==> config.mk <==
export PLATFORM = sky130hd
export DESIGN_NAME = mux2_rr_arbiter_flat
export DESIGN_NICKNAME = d
export VERILOG_FILES = /design/src/rtl/mux2_rr_arbiter_if.sv /design/src/rtl/mux2_rr_arbiter.sv /design/src/flat_wrapper.sv
export SDC_FILE = /design/constraint.sdc
export NUM_CORES = 1
export LEC_CHECK = 0
export ABC_CLOCK_PERIOD_IN_PS = 2900
export CORE_MARGIN = 2
export CORE_UTILIZATION = 40
export CTS_CLUSTER_SIZE = 40
export DETAILED_ROUTE_END_ITERATION = 10
export SYNTH_ARGS = -nofsm -noshare
export SYNTH_HDL_FRONTEND = slang
export SYNTH_SLANG_ARGS = --single-unit
==> constraint.sdc <==
create_clock -name clk -period 2.9 [get_ports clk]
set_clock_uncertainty 0.15 [all_clocks]
set_input_delay 0.29 -clock clk [delete_from_list [all_inputs] [get_ports clk]]
set_output_delay 0.29 -clock clk [all_outputs]
set_load 0.01 [all_outputs]
==> src/rtl/mux2_rr_arbiter_if.sv <==
// Request, data and grant bundle between two requesters and the shared 2:1 mux arbiter.
// Latency: none. This is wiring only.
// Backpressure: none. The grants are the only flow control seen by the requesters.
interface mux2_rr_arbiter_if #(
  parameter int WIDTH = 1
);
  logic             req0;
  logic             req1;
  logic [WIDTH-1:0] i0;
  logic [WIDTH-1:0] i1;
  logic             gnt0;
  logic             gnt1;
  logic             sel;
  logic [WIDTH-1:0] y;
  logic             y_valid;

  // Requester side: drives requests and data, observes grants and mux output.
  modport master (
    output req0, req1, i0, i1,
    input  gnt0, gnt1, sel, y, y_valid
  );

  // Arbiter side.
  modport slave (
    input  req0, req1, i0, i1,
    output gnt0, gnt1, sel, y, y_valid
  );
endinterface

==> src/rtl/mux2_rr_arbiter.sv <==
// Round-robin arbiter owning a 2:1 mux select; it registers the selected data with a valid flag.
// Latency: req to gnt/sel takes 1 edge; req to y/y_valid takes 2 edges.
// Backpressure: none. Requesters hold req high while they want the mux, and hold time is capped at MAX_HOLD when contended.
module mux2_rr_arbiter #(
  parameter int WIDTH    = 1,
  parameter int MAX_HOLD = 4
) (
  input  logic                clk,
  input  logic                rst_n,
  mux2_rr_arbiter_if.slave    bus
);

  // The hold counter only needs to reach MAX_HOLD-1. MAX_HOLD==1 still gets a 1-bit counter.
  localparam int CW = (MAX_HOLD > 1) ? $clog2(MAX_HOLD) : 1;
  localparam logic [CW-1:0] CNT_MAX = CW'(MAX_HOLD - 1);

  typedef enum logic [1:0] {
    IDLE = 2'd0,
    G0   = 2'd1,
    G1   = 2'd2
  } state_t;

  state_t           state_q, state_d;
  logic [CW-1:0]    cnt_q, cnt_d;
  logic             last_q, last_d;
  logic             gnt0_q, gnt0_d;
  logic             gnt1_q, gnt1_d;
  logic             sel_q, sel_d;
  logic [WIDTH-1:0] y_q, y_d;
  logic             y_valid_q, y_valid_d;
  logic             cap;

  // Next-state arbitration, hold counter and last-grant bookkeeping.
  always_comb begin
    state_d = state_q;
    cnt_d   = cnt_q;
    last_d  = last_q;

    unique case (state_q)
      IDLE: begin
        if (bus.req0 && bus.req1) state_d = last_q ? G0 : G1;
        else if (bus.req0)        state_d = G0;
        else if (bus.req1)        state_d = G1;
        else                      state_d = IDLE;
      end
      G0: begin
        if (!bus.req0)                   state_d = bus.req1 ? G1 : IDLE;
        else if (bus.req1 && cnt_q == CNT_MAX) state_d = G1;
        else                             state_d = G0;
      end
      G1: begin
        if (!bus.req1)                   state_d = bus.req0 ? G0 : IDLE;
        else if (bus.req0 && cnt_q == CNT_MAX) state_d = G0;
        else                             state_d = G1;
      end
      default: state_d = IDLE;
    endcase

    // A fresh grant, including a direct G0<->G1 handover, restarts the hold count.
    // Holding a grant counts up and saturates so a lone requester can keep it indefinitely.
    if (state_d == IDLE) begin
      cnt_d = '0;
    end else if (state_d != state_q) begin
      cnt_d = '0;
    end else if (cnt_q != CNT_MAX) begin
      cnt_d = cnt_q + CW'(1);
    end

    if (state_d == G0) last_d = 1'b0;
    if (state_d == G1) last_d = 1'b1;
  end

  // Moore decode of the next state, so grant and select come straight from flops.
  always_comb begin
    gnt0_d = (state_d == G0);
    gnt1_d = (state_d == G1);
    sel_d  = (state_d == G1);
  end

  // Capture mux data only while the current owner still requests. Otherwise y keeps its value.
  always_comb begin
    cap       = ((state_q == G0) && bus.req0) || ((state_q == G1) && bus.req1);
    y_valid_d = cap;
    y_d       = y_q;
    if (cap) y_d = sel_q ? bus.i1 : bus.i0;
  end

  // FSM state, counters and registered outputs. Reset clears everything at once, and last=1 lets requester 0 win the first tie.
  always_ff @(posedge clk or negedge rst_n) begin
    if (!rst_n) begin
      state_q   <= IDLE;
      cnt_q     <= '0;
      last_q    <= 1'b1;
      gnt0_q    <= 1'b0;
      gnt1_q    <= 1'b0;
      sel_q     <= 1'b0;
      y_q       <= '0;
      y_valid_q <= 1'b0;
    end else begin
      state_q   <= state_d;
      cnt_q     <= cnt_d;
      last_q    <= last_d;
      gnt0_q    <= gnt0_d;
      gnt1_q    <= gnt1_d;
      sel_q     <= sel_d;
      y_q       <= y_d;
      y_valid_q <= y_valid_d;
    end
  end

  assign bus.gnt0    = gnt0_q;
  assign bus.gnt1    = gnt1_q;
  assign bus.sel     = sel_q;
  assign bus.y       = y_q;
  assign bus.y_valid = y_valid_q;

endmodule
==> src/flat_wrapper.sv <==
// flat-port wrapper written by rule: the top's interface ports become plain ports
module mux2_rr_arbiter_flat 
#(
  parameter int WIDTH    = 1,
  parameter int MAX_HOLD = 4
)
  (clk, rst_n, bus_req0, bus_req1, bus_i0, bus_i1, bus_gnt0, bus_gnt1, bus_sel, bus_y, bus_y_valid);
  mux2_rr_arbiter_if #(.WIDTH(WIDTH)) bus_i ();
  input  logic clk;
  input  logic rst_n;
  input wire logic [$bits(bus_i.req0)-1:0] bus_req0;
  input wire logic [$bits(bus_i.req1)-1:0] bus_req1;
  input wire logic [$bits(bus_i.i0)-1:0] bus_i0;
  input wire logic [$bits(bus_i.i1)-1:0] bus_i1;
  output wire logic [$bits(bus_i.gnt0)-1:0] bus_gnt0;
  output wire logic [$bits(bus_i.gnt1)-1:0] bus_gnt1;
  output wire logic [$bits(bus_i.sel)-1:0] bus_sel;
  output wire logic [$bits(bus_i.y)-1:0] bus_y;
  output wire logic [$bits(bus_i.y_valid)-1:0] bus_y_valid;
  assign bus_i.req0 = bus_req0;
  assign bus_i.req1 = bus_req1;
  assign bus_i.i0 = bus_i0;
  assign bus_i.i1 = bus_i1;
  assign bus_gnt0 = bus_i.gnt0;
  assign bus_gnt1 = bus_i.gnt1;
  assign bus_sel = bus_i.sel;
  assign bus_y = bus_i.y;
  assign bus_y_valid = bus_i.y_valid;
  mux2_rr_arbiter #(.WIDTH(WIDTH), .MAX_HOLD(MAX_HOLD)) u_core (.clk(clk), .rst_n(rst_n), .bus(bus_i));
endmodule
==> flow_summary.toml, run 1 <==
[status]
outcome = "complete, no violations"

[floorplanning]
die-height_um = 41.85
die-area_sq_mm = 0.001751
io_pins = 11
start_util = 0.4349
die_w_um = 41.85
core-area_sq_mm = 0.001318
rows = 13

[sta]
slew-limit-headroom = 0.7516
setup_viol = 0
finalSetupTns_ns = 0
clock.fmax_mhz = 491.2
fin_crit_sh = 0.7020
drv_slew = 0
hold_violations = 0
worstMarginPinSlew_ns = 0.3714
rsz0062_at_grt = "false"
post-route-worst-setup-slack_ns = 0.8641
timing.final.crit_period_ns = 2.036

[route]
via_count = 432
drc = 0
antenna_left = 0
drt_first_pass_iters = 4
first_iter_violations = 9
wl_per_cell_um = 11.80
vias_per_cell = 5.468
wl_um = 932

[grt]
overflow = 0
grt_pass1_wl_mm = 1.580
antenna_found_initial = 0
groute.usage.overall = 0.1220
grt_max_degree = 11
grt_pass1_vias = 355

[worst_setup_path]
critPathLaunchType = "register"
rr_startpoint = "u_core.cnt_q[0]"
startpoint = "u_core.cnt_q[0]"
critPathCapture = "u_core.cnt_q[0]"
r2r_slack_ns = 0.86
rr_worst_depth = 7
path_class = "register to register"
arrival_ns = 2.05
worst-path-max-fanout = 8
worstPathRequired_ns = 2.92
r2r_end = "u_core.cnt_q[0]"
cp-end-kind = "register"

[logic_synthesis]
synth_edf_count = 0
synthesis.nets = 65
seq_area_frac_synth = 0.3952
ys_ff_latch = 9
synth_cells = 55
yosys-top-cells-count = "dfrtp_1, nand2_1, ha_1"
synth.most_common_cell = "dfrtp_1"
synthFlopType = "dfrtp_1"
yosysUniqueCellTypes = 26
yosys.area.top_type = "dfrtp_1"
synth_top_cell_area_share = 0.3493
syn_avg_cell_area_sq_um = 10.42
syn_area_sq_um = 573.1
synth-async-reset-ratio = 1.000
synthTopCellsByArea = "dfrtp_1, ha_1, buf_6"
ys_warn_count = 0

[clock_tree]
ctsHoldBuffers = 0
root_buffer = "clkbuf_4"
cts_resized = 0
clk_pin_slew_ns = 0.06
cts_tree = "yes"
clock_latency_ns = 0.26
cts_buffer_depth = 2
cts.sinks = 9
cts_buffers = 3
htreeDepth = 1
postCtsSetupRepairBufs = 0

[final_layout]
area_delta_synth_final_pct = 17.03
nNetsFinal = 75
post-route-util = 0.5090
diodes = 0
drive_gt1_frac = 0.1719

[placement]
hpwlAfterDp_um = 727.1
port_buffers = 10
pre_cts_slack_ns = 0.6244
gp_congestion = 0.7990

[pwr]
vdd_drop_max_v = 0.0004636
p_per_area_mw_per_mm2 = 620.9
p_leak_nw = 0.2975

[hold_path]
hold_class = "primary input to async pin"

[job]
drv_cap = 0
worst max-delay path: stages, from the launching register on:
cell     delay (ns)
dfrtp_1        0.36
ha_1           0.34
nor2b_1        0.07
o21ai_0        0.22
nand3_1        0.14
ha_1           0.25
a311o_1        0.27
nor3_1         0.14
state kept, by name, summed over array words and instances, names as in the netlist:
| name | count |
|---|---|
| u_core.last_q | 1 |
| u_core.cnt_q | 2 |
| u_core.bus.y | 1 |
| u_core.state_q | 2 |
| u_core.bus.gnt0 | 1 |
| u_core.bus.gnt1 | 1 |
| u_core.bus.y_valid | 1 |
report_power, final:
| group | leakage, nW | total (mW) | internal [mW] | switching, mW |
|---|---|---|---|---|
| registers | 0.113 | 0.185 | 0.157 | 0.0279 |
| clock network | 0.0177 | 0.0932 | 0.0507 | 0.0424 |
| logic | 0.167 | 0.139 | 0.0812 | 0.0573 |
metal layers:
layer  GRT usage  share of wire  vias up
li1            -              -      209
met1      0.1559           0.44      214
met2      0.1656           0.51        9
met3     0.06522          0.052        0
met4     0.05806              0        0
met5           0              0        -
layout by cell type (no fill, tap or decap), types with 2 or more instances in the layout:
cell type | Yosys | layout
nand2_1 | 6 | 6
ha_1 | 4 | 4
inv_1 | 2 | 2
nand2b_1 | 2 | 2
nor2b_1 | 2 | 2
clkdlybuf4s50_1 | 0 | 10
nand3_1 | 2 | 2
dfrtp_1 | 8 | 8
o21ai_0 | 3 | 3
mux2_2 | 3 | 3
a311o_1 | 2 | 2
clkbuf_4 | 0 | 3
nor3_1 | 3 | 3
final cells by class:
cell class                 count  area [sq um]
clock inverter                 1         5.005
fill                         133         646.9
multi-input combinational     39         290.3
inverter                       2         7.507
tap                           15         18.77
clock buffer                   3         22.52
sequential                     9         226.5
timing repair buffer          10         100.1
worst min-delay path by stage:
stage                                  to  cells after the start
after detailed placement     u_core.bus.y                      1
final                     u_core.bus.gnt1                      1
after CTS                 u_core.bus.gnt1                      1
after global routing      u_core.bus.gnt1                      1
after floorplan           u_core.bus.gnt0                      0
after global placement       u_core.bus.y                      1
cells by family after synthesis:
logic type,Yosys count,share of synthesized area
mux,4,0.07642
simple gates,19,0.1812
compound gates,11,0.1463
buf+inv,7,0.09825
flops,9,0.3952
xor+xnor,1,0.01529
fa+ha+maj,4,0.08734
metrics by stage:
| step | hold slack [ns] | std cells | total power, mW | area, sq um |
|---|---|---|---|---|
| after floorplan | -0.1556 | 55 | 0.2805 | 573.1 |
| after global placement | 0.3472 | 75 | 0.3256 | 643.1 |
| after detailed placement | 0.3513 | 75 | 0.3265 | 643.1 |
| after CTS | 0.1634 | 79 | 0.4233 | 670.6 |
| after global routing | 0.1823 | 79 | 0.4497 | 670.6 |
| final | 0.1604 | 79 | 0.4164 | 670.6 |
Power figures use the tool's default switching activity.
==> run 2: changes to the inputs <==
--- a/config.mk
+++ b/config.mk
@@ -5,7 +5,7 @@
 export SDC_FILE = /design/constraint.sdc
 export NUM_CORES = 1
 export LEC_CHECK = 0
-export ABC_CLOCK_PERIOD_IN_PS = 2900
+export ABC_CLOCK_PERIOD_IN_PS = 2100
 export CORE_MARGIN = 2
 export CORE_UTILIZATION = 40
 export CTS_CLUSTER_SIZE = 40
==> constraint.sdc (replaced) <==
create_clock -name clk -period 2.1 [get_ports clk]
set_clock_uncertainty 0.15 [all_clocks]
set_input_delay 0.21 -clock clk [delete_from_list [all_inputs] [get_ports clk]]
set_output_delay 0.21 -clock clk [all_outputs]
set_load 0.01 [all_outputs]
==> run 2 against run 1 <==
Via count grew 2.1%. Final area grew 4.1%. Global-route usage grew 0.73 points. Critical path depth is the same. Total power grew 40%. Clock-buffer cell count is the same. Sequential power grew 39%. Flip-flop and latch count is the same. Die area is the same. Combinational power grew 42%. Routed wire length grew 4.2%. First-iteration DRC count grew 78%. Largest power group unchanged. Highest routed layer unchanged.
==> flow_summary.toml, run 2 (synthesis results as in run 1) <==
[status]
outcome = "complete, no violations"

[final_layout]
drive_gt1_frac = 0.2121
design_area_sq_um = 698.2
reg.largest.list = "u_core.cnt_q x2, u_core.state_q x2"
area_delta_synth_final_pct = 21.83
final_cell_mix = "clkdlybuf4s50_1, dfrtp_1, nand2_1"
layout_commonest_cell = "clkdlybuf4s50_1"
diodes = 0
n_fill_cell = 120
nNetsFinal = 77

[grt]
overflow = 0
grt_max_degree = 11
groute.usage.overall = 0.1293
grt_pass1_wl_mm = 1.725
antenna_found_initial = 0
grt_pass1_vias = 412

[route]
wl_per_cell_um = 11.99
vias_per_cell = 5.444
wl_um = 971
antenna_left = 0
drc = 0
drt_first_pass_iters = 4
first_iter_violations = 16
via_count = 441

[worst_setup_path]
arrival_ns = 1.95
path_class = "register to register"
worstPathRequired_ns = 2.12
worst-path-max-fanout = 10
cp-end-kind = "register"
critPathLaunchType = "register"

[clock_tree]
postCtsSetupRepairBufs = 0
cts_buffer_depth = 2
clock_latency_ns = 0.26
clk_pin_slew_ns = 0.06
cts_resized = 0
cts_tree = "yes"
cts.sinks = 9
htreeDepth = 1
cts_buffers = 3
root_buffer = "clkbuf_4"
ctsHoldBuffers = 0

[placement]
hpwlAfterDp_um = 763.1
gp_congestion = 0.7118
port_buffers = 10
place_area_sq_um = 658.1

[floorplanning]
io_pins = 11
die_w_um = 41.85
rows = 13
die-height_um = 41.85
die-area_sq_mm = 0.001751
core-area_sq_mm = 0.001318
start_util = 0.4349

[sta]
timing.final.crit_period_ns = 1.932
rsz0062_at_grt = "false"
finalSetupTns_ns = 0
setup_viol = 0
slew-limit-headroom = 0.7425
hold_violations = 0
clock.fmax_mhz = 517.7
drv_slew = 0
fin_crit_sh = 0.9199
worstMarginPinSlew_ns = 0.3851

[pwr]
vdd_drop_max_v = 0.0006630
p_leak_nw = 0.3048
p_per_area_mw_per_mm2 = 834.6

[job]
drv_cap = 0

[hold_path]
hold_class = "primary input to async pin"
-- run 2: cell count changes in the layout (fill, tap and decap cells not counted) --
cell   delta
buf_4     +2
ha_1      -1
ha_4      +1
-- run 2: per-stage QoR --
stage	hold slack (ns)	power [mW]	instances	setup slack, ns	util
finish	0.08668	0.5827	81	0.1682	0.5299
global route	0.09511	0.6314	81	0.02609	0.5299
CTS	0.09190	0.5885	81	0.01481	0.5204
detailed placement	0.3549	0.4536	77	0.05402	0.4995
global placement	0.3471	0.4516	77	0.05362	0.4995
floorplan	-0.2356	0.3874	55	0.1984	-
-- run 2: path summary, 6_finish.rpt --
check / cells after the start / to / slack [ns] / start
min in group clk: 1 / u_core.bus.y / 0.36 / u_core.bus.y
max in group asynchronous: 1 / u_core.last_q / 1.40 / rst_n
worst max-delay path: 7 / u_core.cnt_q[0] / 0.17 / u_core.state_q[1]
worst min-delay path: 1 / u_core.bus.gnt1 / 0.09 / rst_n
worst min register to register: 1 / u_core.bus.y / 0.36 / u_core.bus.y
worst max register to register: 7 / u_core.cnt_q[0] / 0.17 / u_core.state_q[1]
-- run 2: cell type report --
class	instances	area, sq um	area share
Clock inverter	1	5.005	0.007168
Multi-Input combinational cell	39	302.8	0.4337
Clock buffer	3	22.52	0.03226
Timing Repair Buffer	12	115.1	0.1649
Sequential cell	9	226.5	0.3244
Tap cell	15	18.77	0.02688
Inverter	2	7.507	0.01075
-- run 2: layer usage --
metal  vias up  wire (um)  GRT usage
met1       217        460     0.1644
met4         0          0    0.01935
li1        214          -          -
met2        10        450     0.1906
met3         0         61    0.07826
met5         -          0          0
-- run 2: report_power, final --
part	total, mW	switching (mW)	internal, mW
Clock	0.128	0.0579	0.0700
Sequential	0.258	0.0417	0.217
Combinational	0.197	0.0799	0.117
-- run 2: worst max-delay path, cell delays in order (launching register included) --
cell and delay (ns):
dfrtp_1 0.54, nor2_1 0.14, a22o_1 0.20, nand2_1 0.08
nand3_1 0.11, ha_1 0.23, a311o_1 0.27, nor3_1 0.14
==> run 3: changes to the inputs <==
--- a/config.mk
+++ b/config.mk
@@ -6,10 +6,13 @@
 export NUM_CORES = 1
 export LEC_CHECK = 0
 export ABC_CLOCK_PERIOD_IN_PS = 2100
+export CELL_PAD_IN_SITES_DETAIL_PLACEMENT = 0
+export CELL_PAD_IN_SITES_GLOBAL_PLACEMENT = 1
 export CORE_MARGIN = 2
-export CORE_UTILIZATION = 40
+export CORE_UTILIZATION = 37
 export CTS_CLUSTER_SIZE = 40
 export DETAILED_ROUTE_END_ITERATION = 10
+export PLACE_DENSITY_LB_ADDON = 0.1
 export SYNTH_ARGS = -nofsm -noshare
 export SYNTH_HDL_FRONTEND = slang
 export SYNTH_SLANG_ARGS = --single-unit
==> run 3 against run 2 <==
Register-to-register slack worse by 0.03 ns. Setup slack worse by 0.025 ns. Via count up 0.91%. Core utilization down 5.7 points. Clock-buffer cell count up 1. Combinational power about the same. Clock power up 3%. Largest power group unchanged.
==> flow_summary.toml, run 3 (synthesis results as in run 1) <==
[status]
outcome = "complete, no violations"

[grt]
use_met3 = 0.06250
grtUsageMet2 = 0.2119
grt_pass1_vias = 415
grt_max_degree = 11
top_usage_layer = "met2"
use_met1 = 0.1867
groute.usage.overall = 0.1435
antenna_found_initial = 0
grt_pass1_wl_mm = 1.863
overflow = 0

[final_layout]
area_delta_synth_final_pct = 21.40
nNetsFinal = 78
post-route-util = 0.4728
diodes = 0
seqCellArea_sq_um = 226.5
n_fill_cell = 146
drive_gt1_frac = 0.2090
layout_commonest_cell = "clkdlybuf4s50_1"
multi_input_area_sq_um = 292.8
design_area_sq_um = 695.7
final_cell_mix = "clkdlybuf4s50_1, dfrtp_1, nand2_1"
reg.largest.list = "u_core.cnt_q x2, u_core.state_q x2"

[floorplanning]
rows = 14
core-area_sq_mm = 0.001471
start_util = 0.3895
die-area_sq_mm = 0.001880
io_pins = 11
die-height_um = 43.36
die_w_um = 43.36

[worst_setup_path]
arrival_ns = 1.98
path_class = "register to register"
startpoint = "u_core.state_q[1]"
slowest_stage = "dfrtp_1"
worst-path-max-fanout = 10
crit_chain = "nor2b_1, o21ai_0, nand3_1, ha_1, a311o_1, nor3_1"
critPathLaunchType = "register"
cpPeakStageDelay_ns = 0.50
cp-end-kind = "register"
worst-path-buf-inv = 0
rr_startpoint = "u_core.state_q[1]"
crit_family = "flip-flops"
worstPathRequired_ns = 2.12

[sta]
setup_viol = 0
finalSetupTns_ns = 0
rsz0062_at_grt = "false"
holdWs_ns = 0.09165
drv_slew = 0
hold_violations = 0
worstMarginPinSlew_ns = 0.3949
slew-limit-headroom = 0.7359
fin_crit_sh = 0.9319
timing.final.crit_period_ns = 1.957
clock.fmax_mhz = 511.0

[placement]
place_area_sq_um = 666.9
port_buffers = 10
gp_congestion = 0.7168
hpwlAfterDp_um = 831.3

[hold_path]
hold_class = "primary input to async pin"

[clock_tree]
cts_buffer_depth = 2
ctsHoldBuffers = 0
cts_buffers = 3
clock_latency_ns = 0.26
htreeDepth = 1
root_buffer = "clkbuf_4"
clk_pin_slew_ns = 0.06
postCtsSetupRepairBufs = 0
cts.sinks = 9
cts_resized = 0
cts_tree = "yes"

[pwr]
power_uw = 588.9
p_per_area_mw_per_mm2 = 846.6
vdd_drop_max_v = 0.0003859
p_leak_nw = 0.3071

[route]
via_count = 445
wl_mm = 1.120
wl_per_cell_um = 13.49
vias_per_cell = 5.361
antenna_left = 0
drc = 0
first_iter_violations = 5
drt_first_pass_iters = 4

[job]
drv_cap = 0
==> run 3: changes by cell type in the layout (fill, tap and decap cells not counted) <==
cell / delta
clkbuf_1: +1
ha_4: -1
ha_2: +1
clkinv_2: -1
buf_4: +1
==> run 3: power breakdown <==
part / switching (mW) / internal [mW]
clock: 0.0588 / 0.0731
sequential: 0.0417 / 0.217
combinational: 0.0830 / 0.116
==> run 3: per-stage QoR <==
step / setup slack [ns] / instances
final: 0.1430 / 83
after global routing: 0.01343 / 83
after CTS: 0.07892 / 83
after detailed placement: 0.08399 / 79
after global placement: 0.1346 / 79
after floorplan: 0.1984 / 55
==> run 3: routing by layer <==
layer	wire, um	up-vias
met4	4	0
met3	81	2
met5	0	-
met2	522	22
met1	512	199
li1	-	222
==> run 3: area by class of cell <==
class,instances,area share
clock buffers,4,0.03777
inverters,2,0.01079
multi-input cells,39,0.4209
flip-flops and latches,9,0.3255
well taps,16,0.02878
repair buffers,13,0.1763
==> run 3: path summary, 6_finish.rpt <==
check                                   to  slack, ns  cells past startpoint
max in group asynchronous    u_core.last_q       1.39                      1
setup / recovery           u_core.cnt_q[1]       0.14                      6
hold reg to reg               u_core.bus.y       0.36                      1
setup reg to reg           u_core.cnt_q[1]       0.14                      6
hold / removal             u_core.bus.gnt1       0.09                      1
min in group clk              u_core.bus.y       0.36                      1
